`config.mk`:
```
export PLATFORM = sky130hd
export DESIGN_NAME = uart_rx_ctrl
export DESIGN_NICKNAME = d
export VERILOG_FILES = /design/src/rtl/uart_pkg.sv /design/src/rtl/uart_rx_fifo.sv /design/src/rtl/uart_rx_ctrl.sv
export SDC_FILE = /design/constraint.sdc
export NUM_CORES = 1
export LEC_CHECK = 0
export CAP_MARGIN = 20
export CORE_UTILIZATION = 52
export DETAILED_ROUTE_END_ITERATION = 12
export PLACE_DENSITY = 0.85
export SETUP_SLACK_MARGIN = 0.4
export SYNTH_ARGS = -nofsm -noshare
export SYNTH_HDL_FRONTEND = slang
export SYNTH_SLANG_ARGS = --single-unit
```
`constraint.sdc`:
```
create_clock -name clk -period 5.3 [get_ports clk]
set_input_delay 1.06 -clock clk [delete_from_list [all_inputs] [get_ports clk]]
set_output_delay 1.06 -clock clk [all_outputs]
set_load 0.1 [all_outputs]
```
`src/rtl/uart_pkg.sv`:
```
`default_nettype none
// ============================================================================
//  Module      : uart_pkg
//  Description : Shared byte width and controller state encoding.
//  Revision    : 1.0 - initial release
// ============================================================================
package uart_pkg;

    localparam int c_BYTE_W = 8;

    typedef logic [1:0] uart_state_t;

    localparam logic [1:0] c_ST_IDLE       = 2'b00;
    localparam logic [1:0] c_ST_RUN        = 2'b01;
    localparam logic [1:0] c_ST_BREAK_HOLD = 2'b10;
    localparam logic [1:0] c_ST_FLUSH      = 2'b11;

endpackage
`default_nettype wire

```
`src/rtl/uart_rx_fifo.sv`:
```
`default_nettype none
// ============================================================================
//  Module      : uart_rx_fifo
//  Description : First-word-fall-through receive buffer with level and flush.
//  Revision    : 1.0 - initial release
// ============================================================================
module uart_rx_fifo
    import uart_pkg::*;
#(
    parameter int FIFO_DEPTH = 4
) (
    input  logic                          clk,
    input  logic                          resetn,
    input  logic                          flush,
    input  logic                          wr_en,
    input  logic [c_BYTE_W-1:0]           wr_data,
    output logic                          wr_accept,
    input  logic                          rd_en,
    output logic                          rd_valid,
    output logic [c_BYTE_W-1:0]           rd_data,
    output logic [$clog2(FIFO_DEPTH):0]   level
);

    localparam int c_AW = $clog2(FIFO_DEPTH);
    localparam logic [c_AW:0] c_FULL = (c_AW+1)'(FIFO_DEPTH);

    logic [c_BYTE_W-1:0] r_mem [FIFO_DEPTH];
    logic [c_AW-1:0]     r_wr_ptr;
    logic [c_AW-1:0]     r_rd_ptr;
    logic [c_AW:0]       r_level;
    logic                w_full;
    logic                w_empty;
    logic                w_pop;
    logic                w_push;

    assign w_full  = (r_level == c_FULL);
    assign w_empty = (r_level == '0);
    assign w_pop   = rd_en && !w_empty && !flush;
    // A pop frees a slot in the same cycle, so a full buffer still takes the write
    assign w_push  = wr_en && (!w_full || w_pop) && !flush;

    always_ff @(posedge clk or negedge resetn) begin
        if (!resetn) begin
            r_wr_ptr <= '0;
            r_rd_ptr <= '0;
            r_level  <= '0;
        end else if (flush) begin
            r_wr_ptr <= '0;
            r_rd_ptr <= '0;
            r_level  <= '0;
        end else begin
            if (w_push) r_wr_ptr <= r_wr_ptr + 1'b1;
            if (w_pop)  r_rd_ptr <= r_rd_ptr + 1'b1;
            case ({w_push, w_pop})
                2'b10:   r_level <= r_level + 1'b1;
                2'b01:   r_level <= r_level - 1'b1;
                default: r_level <= r_level;
            endcase
        end
    end

    always_ff @(posedge clk) begin
        if (w_push) r_mem[r_wr_ptr] <= wr_data;
    end

    assign wr_accept = w_push;
    assign rd_valid  = !w_empty;
    assign rd_data   = w_empty ? '0 : r_mem[r_rd_ptr];
    assign level     = r_level;

endmodule
`default_nettype wire

```
`src/rtl/uart_rx_ctrl.sv`:
```
`default_nettype none
// ============================================================================
//  Module      : uart_rx_ctrl
//  Description : UART receive controller: state machine, overrun/break flags,
//                buffered consumer stream. Define UART_RX_CTRL_STATS_EN for
//                saturating byte/break counters.
//  Revision    : 1.0 - initial release
// ============================================================================
module uart_rx_ctrl
    import uart_pkg::*;
#(
    parameter int FIFO_DEPTH = 4
) (
    input  logic                          clk,
    input  logic                          resetn,
    input  logic                          ctrl_en,
    input  logic                          ctrl_flush,
    output logic                          uart_rx_en,
    input  logic                          uart_rx_break,
    input  logic                          uart_rx_valid,
    input  logic [c_BYTE_W-1:0]           uart_rx_data,
    output logic                          out_valid,
    input  logic                          out_ready,
    output logic [c_BYTE_W-1:0]           out_data,
    output logic [$clog2(FIFO_DEPTH):0]   level,
    output logic                          overrun,
    input  logic                          overrun_clr,
    output logic                          break_seen,
    output logic [15:0]                   byte_count,
    output logic [7:0]                    break_count
);

    uart_state_t r_state;
    uart_state_t w_state_nxt;
    logic        r_overrun;
    logic        r_break_seen;
    logic        w_in_run;
    logic        w_wr_req;
    logic        w_wr_accept;
    logic        w_flush;
    logic        w_brk_entry;

    assign w_in_run    = (r_state == c_ST_RUN);
    // Flush outranks break, which outranks the byte strobe
    assign w_wr_req    = w_in_run && uart_rx_valid && !ctrl_flush && !uart_rx_break;
    assign w_flush     = (w_in_run && ctrl_flush) || (r_state == c_ST_FLUSH);
    assign w_brk_entry = w_in_run && !ctrl_flush && uart_rx_break;

    always_comb begin
        w_state_nxt = r_state;
        case (r_state)
            c_ST_IDLE: begin
                if (ctrl_en) w_state_nxt = c_ST_RUN;
            end
            c_ST_RUN: begin
                if (ctrl_flush)         w_state_nxt = c_ST_FLUSH;
                else if (uart_rx_break) w_state_nxt = c_ST_BREAK_HOLD;
                else if (!ctrl_en)      w_state_nxt = c_ST_IDLE;
            end
            c_ST_BREAK_HOLD: begin
                if (!uart_rx_break) w_state_nxt = ctrl_en ? c_ST_RUN : c_ST_IDLE;
            end
            default: begin
                w_state_nxt = ctrl_en ? c_ST_RUN : c_ST_IDLE;
            end
        endcase
    end

    always_ff @(posedge clk or negedge resetn) begin
        if (!resetn) begin
            r_state      <= c_ST_IDLE;
            r_overrun    <= 1'b0;
            r_break_seen <= 1'b0;
        end else begin
            r_state      <= w_state_nxt;
            // A fresh overrun in the clear cycle keeps the flag set
            r_overrun    <= (w_wr_req && !w_wr_accept) || (r_overrun && !overrun_clr);
            r_break_seen <= w_brk_entry;
        end
    end

    uart_rx_fifo #(
        .FIFO_DEPTH (FIFO_DEPTH)
    ) u_fifo (
        .clk       (clk),
        .resetn    (resetn),
        .flush     (w_flush),
        .wr_en     (w_wr_req),
        .wr_data   (uart_rx_data),
        .wr_accept (w_wr_accept),
        .rd_en     (out_ready),
        .rd_valid  (out_valid),
        .rd_data   (out_data),
        .level     (level)
    );

    assign uart_rx_en = (r_state != c_ST_IDLE);
    assign overrun    = r_overrun;
    assign break_seen = r_break_seen;

`ifdef UART_RX_CTRL_STATS_EN
    logic [15:0] r_byte_count;
    logic [7:0]  r_break_count;

    always_ff @(posedge clk or negedge resetn) begin
        if (!resetn) begin
            r_byte_count  <= '0;
            r_break_count <= '0;
        end else begin
            if (w_wr_accept && (r_byte_count != '1))  r_byte_count  <= r_byte_count + 1'b1;
            if (w_brk_entry && (r_break_count != '1)) r_break_count <= r_break_count + 1'b1;
        end
    end

    assign byte_count  = r_byte_count;
    assign break_count = r_break_count;
`else
    assign byte_count  = '0;
    assign break_count = '0;
`endif

endmodule
`default_nettype wire

```
==> parameters.txt <==
Parameter                              Value

CTS
  Post-CTS Repair Setup Buffers ... 0
  Largest buffer count on any clock path ... 2
  Worst skew pair latency ... about 300 ps
  Number of CTS-inserted buffers ... 5
  Total clock sinks ... 43
  Clock slew seen by the registers of the worst setup and hold paths ... 80 ps
  H-tree levels ... 2
  Clock tree from TritonCTS ... built
  Number of gates resized after CTS ... 0
  Root buffer cell ... sky130_fd_sc_hd__clkbuf_8
  Hold-fix buffers, CTS ... 0

STA
  Hold violation count in the final report ... 0
  TNS Setup ... 0 ps
  Max Freq ... 258 MHz
  Setup Skew ... 10.8 ps
  RSZ-0062 raised after global routing ... no
  Shortest clock period the worst path allows after layout ... 3870 ps
  Endpoints failing setup ... 0
  Period utilization ... 73.1%
  Transition at the pin with the smallest max-transition slack ... 987 ps
  Post-layout worst setup margin ... 1430 ps
  Fin. max-slew vios ... 0
  Slew Limit Headroom ... roughly 34%

Worst setup path
  Critical path type ... reg2out
  Reg-to-reg startpoint ... r_state[0]
  FF-to-FF setup slack ... 2820 ps
  Reg-to-reg endpoint ... u_fifo.level[2]
  Crit path DAT ... ~2800 ps
  Worst Reg-to-Reg Cells ... 9
  Largest fanout of any net on the critical path ... 9
  First element of the critical path ... u_fifo.level[1]
  WP data required ... 4240 ps
  Type of destination of the critical path ... primary output
  Setup crit start kind ... flop

Synthesis
  EDFF count, synth ... 32
  Top cell type by total area after synthesis ... sky130_fd_sc_hd__edfxtp_1
  Share of flip-flops with an asynchronous set or reset ... 25.6%
  Dominant cells by area after synthesis ... sky130_fd_sc_hd__edfxtp_1, sky130_fd_sc_hd__dfrtp_1, sky130_fd_sc_hd__buf_4
  Sequential fraction of the synthesis area ... 58.9%
  Area share of the largest cell type after synthesis ... 45.8%
  #FFs+latches synth ... between 40 and 50
  Most common library cells after synthesis ... sky130_fd_sc_hd__edfxtp_1, sky130_fd_sc_hd__buf_4, sky130_fd_sc_hd__dfrtp_1
  Most numerous cell in the Yosys netlist ... sky130_fd_sc_hd__edfxtp_1
  Syn Std Cell Area ... roughly 2100 sq um
  Yosys warning total ... 0
  Gate count of the mapped netlist ... ~140
  Prevailing post-synth register cell ... sky130_fd_sc_hd__edfxtp_1
  Avg Synthesized Cell Area ... 14.6 sq um
  Unique masters post-synth ... 38

Power and ir drop
  Sw power ... 0.000540 W
  Design Power ... approximately 0.0012 W
  Combinational share of power ... 43.8%
  Worst-case vdd ir drop ... 0.000284 V
  Portion of total power attributed to sequential cells ... approximately 36%
  Relative contribution of the clock network to total power ... 20.6%
  Sw frac ... 44.6%
  Total power per unit cell area ... 494 nW/um^2
  Internal power contribution ... 0.000670 W
  Leakage component of the power ... 0.956 nW

Detailed routing
  Via count normalized by instance count ... 5.10
  Total wire length ... 3270 microns
  Drt first pass iters ... 4
  Iteration-0 DRC count of the detailed router ... 31
  Count of antenna-violating nets left after detailed routing ... 0
  Vias post-DR ... 1,147
  Residual DRC count ... 0
  DR WL/cell ... 14.5 microns

Placement
  Post-placement setup slack ... 1640 ps
  Detail Placement HPWL ... 2310 microns
  Global placement routability congestion ... 0.737
  Number of buffers inserted by port buffering ... 30

Floorplanning
  Total Die Area ... about 4300 sq um
  Die height ... about 66 microns
  Die extent in x ... 65.5 microns
  Initial standard-cell utilization of the core ... between 50% and 60%
  Placeable core region ... ~3800 sq um
  Count of pins on the block boundary ... 55
  Site row count ... 22

GRT
  Initial antenna violation count ... 0
  Maximum number of pins on one net before global-route repair ... 15
  Combined global-route utilization of all metal layers ... 17.7%
  Global route total overflow ... 0
  Number of global-route vias before repair ... 1,104
  Wire length of the first global-routing pass ... 5310 microns

Worst hold path
  Cell depth of the worst min-delay path ... 2
  Class of the tightest hold or removal check ... reg2reg
  Beginning of the worst hold path ... overrun
  Worst hold path endpoint ... overrun

Final layout
  Area growth syn-to-layout ... 16.8%
  Number of antenna cells inserted ... 0
  Share of cells above drive strength 1 ... 13.0%
  Nets ... 198

Run
  # Max-Cap Violations ... 0

Status
  Result of the run ... completed
==> flip-flops by register name, summed over array words and instances (netlist names) <==
name / count
r_state: 2
u_fifo.r_mem: 32
overrun: 1
u_fifo.level: 3
u_fifo.r_wr_ptr: 2
break_seen: 1
u_fifo.r_rd_ptr: 2
==> power by group through the flow <==
stage	Combinational (W)	Clock [W]	Sequential (W)
finish	0.000530	0.000249	0.000431
global route	0.000555	0.000268	0.000439
CTS	0.000533	0.000252	0.000432
detailed placement	0.000530	0	0.000440
global placement	0.000522	0	0.000437
floorplan	0.000439	0	0.000449
==> through the flow <==
stage / util [%] / cells / hold slack (ps) / area, sq um
6_report: 65.0 / 225 / 557 / 2450
4_1_cts: 65.0 / 225 / 556 / 2450
3_5_place_dp: 62.0 / 217 / 543 / 2340
5_1_grt: 65.0 / 225 / 590 / 2450
2_1_floorplan: - / 167 / 545 / 2180
3_3_place_gp: 62.0 / 217 / 535 / 2340
==> placed cells by master, fill, tap and decap left out, types with 5 or more instances in the layout <==
master	Yosys	final
sky130_fd_sc_hd__and2b_1	7	7
sky130_fd_sc_hd__clkbuf_8	0	5
sky130_fd_sc_hd__clkdlybuf4s50_1	0	30
sky130_fd_sc_hd__conb_1	1	24
sky130_fd_sc_hd__dfrtp_1	11	11
sky130_fd_sc_hd__edfxtp_1	32	32
sky130_fd_sc_hd__ha_1	5	5
sky130_fd_sc_hd__inv_1	6	6
sky130_fd_sc_hd__mux4_2	8	8
sky130_fd_sc_hd__nand2_1	5	5
==> cell type report <==
| cell class | count | area [sq um] |
|---|---|---|
| clock buffer | 5 | 68.8 |
| tap | 48 | 60.1 |
| multi-input combinational | 89 | 714 |
| sequential | 43 | 1240 |
| fill | 277 | 1320 |
| clock inverter | 3 | 43.8 |
| timing repair buffer | 30 | 300 |
| inverter | 7 | 26.3 |
==> how the worst max path moves through the flow <==
stage / to / slack [ps] / depth (start not counted)
3_5_place_dp: out_data[4] / 1640 / 3
3_3_place_gp: out_data[7] / 1760 / 3
2_1_floorplan: out_data[6] / 1520 / 2
5_1_grt: out_data[3] / 1230 / 3
4_1_cts: out_data[4] / 1310 / 3
6_report: out_data[2] / 1430 / 3
==> metal layers <==
layer	part of all wire (%)	GRT usage, %
met3	6.3	6.77
met4	0.83	8.42
met5	0	0
met1	41	21.2
met2	52	28.2
==> cells by family (layout without fill, tap and decap cells) <==
| kind of cell | after synthesis | after routing | share of synthesized area, % |
|---|---|---|---|
| compound gates | 14 | 14 | 5.13 |
| fa+ha+maj | 6 | 6 | 3.94 |
| simple gates | 31 | 31 | 9.49 |
| buf+inv | 35 | 45 | 11.1 |
| flops | 43 | 43 | 58.9 |
| other cells | 1 | 24 | 0.179 |
| mux | 10 | 10 | 9.55 |
| xor+xnor | 4 | 4 | 1.67 |
==> critical path: stages, from the launching register on <==
cell                              delay [ps]
sky130_fd_sc_hd__dfrtp_1                 490
sky130_fd_sc_hd__nor3_1                  800
sky130_fd_sc_hd__and2b_1                 270
sky130_fd_sc_hd__clkdlybuf4s50_1         960
Note: power is estimated with default switching activity, not from simulation.
